**src/rtl/rom_arbiter.sv**
```systemverilog
// rom_arbiter: round-robin sharing of one synchronous ROM (1-cycle registered
// read) among NREQ level-requesters, with a two-stage tag pipeline routing
// each returned word to the requester that issued it.
//
// Ports:
//   clk       - single clock, all state on rising edge
//   rst_n     - asynchronous active-low reset
//   req       - level request per requester (bit i = requester i)
//   req_addr  - requester i address at [AW*i +: AW]
//   gnt       - one-hot grant, registered, one cycle per granted read
//   rvalid    - one-hot read-data-valid, registered, 2 cycles after gnt
//   rdata     - shared read data, meaningful while any rvalid bit is high
//   rom_en    - ROM enable, registered
//   rom_addr  - ROM address, registered, holds when idle
//   rom_data  - ROM read data, valid one cycle after rom_en/rom_addr sampled

module rom_arbiter #(
    parameter int NREQ = 4,
    parameter int AW   = 4,
    parameter int DW   = 4
) (
    input  logic               clk,
    input  logic               rst_n,
    input  logic [NREQ-1:0]    req,
    input  logic [NREQ*AW-1:0] req_addr,
    output logic [NREQ-1:0]    gnt,
    output logic [NREQ-1:0]    rvalid,
    output logic [DW-1:0]      rdata,
    output logic               rom_en,
    output logic [AW-1:0]      rom_addr,
    input  logic [DW-1:0]      rom_data
);

    localparam int PW = (NREQ > 1) ? $clog2(NREQ) : 1;

    // Tag carried alongside each issued read.
    typedef struct packed {
        logic          vld;
        logic [PW-1:0] id;
    } tag_t;

    logic [PW-1:0] ptr;
    logic [PW-1:0] win;
    logic [PW-1:0] ptr_nxt;
    logic          found;
    logic [PW:0]   sum;
    tag_t          s1;
    tag_t          s2;

    function automatic logic [NREQ-1:0] onehot(input logic [PW-1:0] k);
        logic [NREQ-1:0] v;
        v    = '0;
        v[k] = 1'b1;
        return v;
    endfunction

    // Round-robin search: first asserted req at or above ptr, wrapping.
    always_comb begin
        found = 1'b0;
        win   = '0;
        sum   = '0;
        for (int i = 0; i < NREQ; i++) begin
            sum = {1'b0, ptr} + (PW+1)'(i);
            if (sum >= (PW+1)'(NREQ)) begin
                sum = sum - (PW+1)'(NREQ);
            end
            if (!found && req[sum[PW-1:0]]) begin
                found = 1'b1;
                win   = sum[PW-1:0];
            end
        end
    end

    always_comb begin
        ptr_nxt = win + 1'b1;
        if (win == PW'(NREQ - 1)) begin
            ptr_nxt = '0;
        end
    end

    // Issue stage: grant, ROM request and stage-1 tag all move together,
    // so s1 is aligned with rom_en/rom_addr.
    always_ff @(posedge clk or negedge rst_n) begin
        if (!rst_n) begin
            gnt      <= '0;
            rom_en   <= 1'b0;
            rom_addr <= '0;
            ptr      <= '0;
            s1       <= '0;
        end else if (found) begin
            gnt      <= onehot(win);
            rom_en   <= 1'b1;
            rom_addr <= req_addr[AW*win +: AW];
            ptr      <= ptr_nxt;
            s1       <= '{vld: 1'b1, id: win};
        end else begin
            gnt      <= '0;
            rom_en   <= 1'b0;
            s1       <= '0;
        end
    end

    // Return stage: s2 lines up with rom_data; rdata is only loaded when a
    // tracked read returns, so idle-cycle ROM output never reaches rdata.
    always_ff @(posedge clk or negedge rst_n) begin
        if (!rst_n) begin
            s2     <= '0;
            rvalid <= '0;
            rdata  <= '0;
        end else begin
            s2 <= s1;
            if (s2.vld) begin
                rvalid <= onehot(s2.id);
                rdata  <= rom_data;
            end else begin
                rvalid <= '0;
            end
        end
    end

endmodule

```
**config.mk**
```make
export PLATFORM = sky130hd
export DESIGN_NAME = rom_arbiter
export DESIGN_NICKNAME = d
export VERILOG_FILES = /design/src/rtl/rom_arbiter.sv
export SDC_FILE = /design/constraint.sdc
export NUM_CORES = 1
export LEC_CHECK = 0
export BUFFER_PORTS_ARGS = -buffer_cell sky130_fd_sc_hd__buf_2
export CAP_MARGIN = 0
export CORE_MARGIN = 2
export CORE_UTILIZATION = 42
export DETAILED_ROUTE_END_ITERATION = 10
export PLACE_DENSITY = 0.73
export SYNTH_ARGS = -nofsm -noshare
export SYNTH_HDL_FRONTEND = slang
export SYNTH_SLANG_ARGS = --single-unit
```
**constraint.sdc**
```tcl
create_clock -name clk -period 1.77 [get_ports clk]
set_input_delay 0.177 -clock clk [delete_from_list [all_inputs] [get_ports clk]]
set_output_delay 0.177 -clock clk [all_outputs]
set_load 0.01 [all_outputs]
```
==> results.py <==
metrics = {
    "finish": {
        "num_antenna_cells": 0,
        "syn_to_final_growth_pct": 25.5,
        "fin_util": 0.554,
        "drive_above_1_share": 0.463,
        "final_cell_area_mm2": 0.00137,
        "finalNetCount": 165,
    },
    "synthesis": {
        "synth_edf_count": 0,
        "syn_area_per_cell_um2": 12.4,
        "netlist_instances": 88,
        "ys_types": 27,
        "synth_nets": 118,
        "syn_area_mm2": 0.00109,
        "yosysWarningCount": 0,
        "synth.most_common_cell": "dfrtp_1",
        "synth_top_cell_area_share": 0.550,
        "synth-seq-cells": 24,
        "synth-seq-area-share": 0.550,
        "async_flop_share": 1.00,
        "synth_top_flop_cell": "dfrtp_1",
        "synth_largest_area_cell": "dfrtp_1",
        "yosys-top-cells-count": "dfrtp_1, a211oi_1, nor2_1",
        "synth_area_leaders": "dfrtp_1, a211oi_1, mux2_2",
    },
    "clocking": {
        "h-tree-depth": 1,
        "numCtsBuffers": 3,
        "cts_tree": "done",
        "clk_pin_slew_ps": 130,
        "cts_sinks": 24,
        "cts_buffer_depth": 2,
        "clk-insertion-delay-late_ps": 310,
        "cts-root-buf": "clkbuf_4",
        "cts_setup_buffers": 0,
    },
    "outcome": {
        "status": "complete, no violations",
    },
    "route": {
        "vias": 827,
        "final_antenna_net_count": 0,
        "avgRoutedWirePerCell_um": 11.5,
        "drt_iter0_markers": 8,
        "drc_errors": 0,
        "via_per_inst": 5.04,
        "wirelength_um": 1890,
        "dr.pass1.iters": 4,
    },
    "critical_path": {
        "arrival_ps": 1910,
        "setup.worst_path.start_class": "flop",
        "worstPathRequired_ps": 1980,
        "critical_path_class": "reg -> reg",
        "crit_path_end_kind": "flop",
        "cp_max_fo": 6,
    },
    "global_routing": {
        "antenna_found_initial": 0,
        "overflow": 0,
        "grt_pass1_wl_um": 2770,
        "track_usage": 0.134,
        "grt_max_degree": 25,
        "grt_pass1_vias": 679,
    },
    "worst_hold_path": {
        "hold_path.class": "in -> reg",
    },
    "place": {
        "io_buffers": 42,
        "dpl_cell_area_mm2": 0.00132,
        "dp_hpwl_um": 1440,
        "place_congestion": 0.695,
    },
    "run": {
        "drv_cap": 0,
    },
    "die": {
        "initial_core_util": 0.441,
        "dieArea_mm2": 0.00302,
        "ioPinCount": 43,
        "die_width_um": 55.0,
        "core_mm2": 0.00248,
        "die_h_um": 55.0,
        "rows": 18,
    },
    "power_and_ir_drop": {
        "p_leak_nw": 0.694,
        "p_per_area_mw_per_mm2": 1230,
        "irDropWorstVdd_v": 0.000690,
    },
    "sta": {
        "finalMaxSlewViolations": 0,
        "clock_skew_ps": 1.44,
        "relSlewSlack": 0.659,
        "period_minus_slack_ps": 1700,
        "rsz0062_at_grt": "no",
        "min_period_over_period": 0.961,
        "tns_ps": 0,
        "hold_violations": 0,
        "setup_viol": 0,
        "tightest_slew_ps": 511,
        "max_freq_ghz": 0.588,
    },
}
[repair_timing]
| action | in CTS | in global routing |
|---|---|---|
| hold endpoints to repair | 24 | 0 |
| gates resized for setup | 0 | 1 |
| setup endpoints to repair | 0 | 2 |
| hold buffers | 1 | 0 |
[per-layer routing]
layer	GRT usage	wire, um	vias up
met5	0	0	-
met4	0.0854	35	0
met3	0.0403	207	4
met2	0.210	848	42
met1	0.158	800	373
li1	-	-	408
[state kept, by name (all words and copies together) (netlist names)]
name,cells
gnt,4
ptr,2
rdata,4
rom_addr,4
rom_en,1
rvalid,4
s1,2
s2,3
[critical path, stage by stage, from the launching register on]
cell	delay, ps
dfrtp_1	440
o32a_4	410
and2_2	210
ha_1	280
mux2_2	260
[power breakdown]
group / total, W / internal (W) / switching, W
sequential: 0.000802 / 0.000711 / 0.0000916
combinational: 0.000603 / 0.000299 / 0.000304
clock: 0.000285 / 0.000126 / 0.000160
total: 0.00169 / 0.00114 / 0.000555
[stage by stage]
step	power, W	hold slack, ps	setup WS, ps	std cells
global route	0.00182	68.2	27.0	164
floorplan	0.00124	-119	91.7	88
CTS	0.00170	78.4	36.7	164
finish	0.00169	88.3	68.3	164
detailed placement	0.00142	182	60.4	159
global placement	0.00140	175	96.9	159
[kinds of logic after synthesis]
group	count (synthesis)	synth area share
fa+ha+maj	4	0.0458
mux	10	0.0974
buf+inv	8	0.0458
compound gates	21	0.162
flops	24	0.550
simple gates	21	0.0997
[cells in the final DEF, fill, tap and decap left out, types with 3 or more instances in the layout]
master,count
inv_1,3
a21boi_0,4
and2_1,4
clkbuf_4,3
ha_1,4
nor2_1,8
a211oi_1,8
buf_2,42
mux2_2,5
dfrtp_1,23
nand2_1,4
mux2i_1,5
[final timing paths]
check	slack (ps)	cells past startpoint	end	startpoint
max	70	4	ptr[1]	ptr[0]
min	90	2	rdata[2]	rom_data[2]
max reg2reg	70	4	ptr[1]	ptr[0]
min reg2reg	360	0	s2[1]	s1[1]
max in group asynchronous	1040	2	ptr[1]	rst_n
min in group asynchronous	360	2	s2[2]	rst_n
[layout make-up]
class | instances | area, um2
well taps | 30 | 37.5
repair buffers | 45 | 235
flip-flops and latches | 24 | 602
fillers | 211 | 1110
inverters | 5 | 18.8
clock buffers | 4 | 36.3
multi-input cells | 56 | 442
Power figures use the tool's default switching activity.
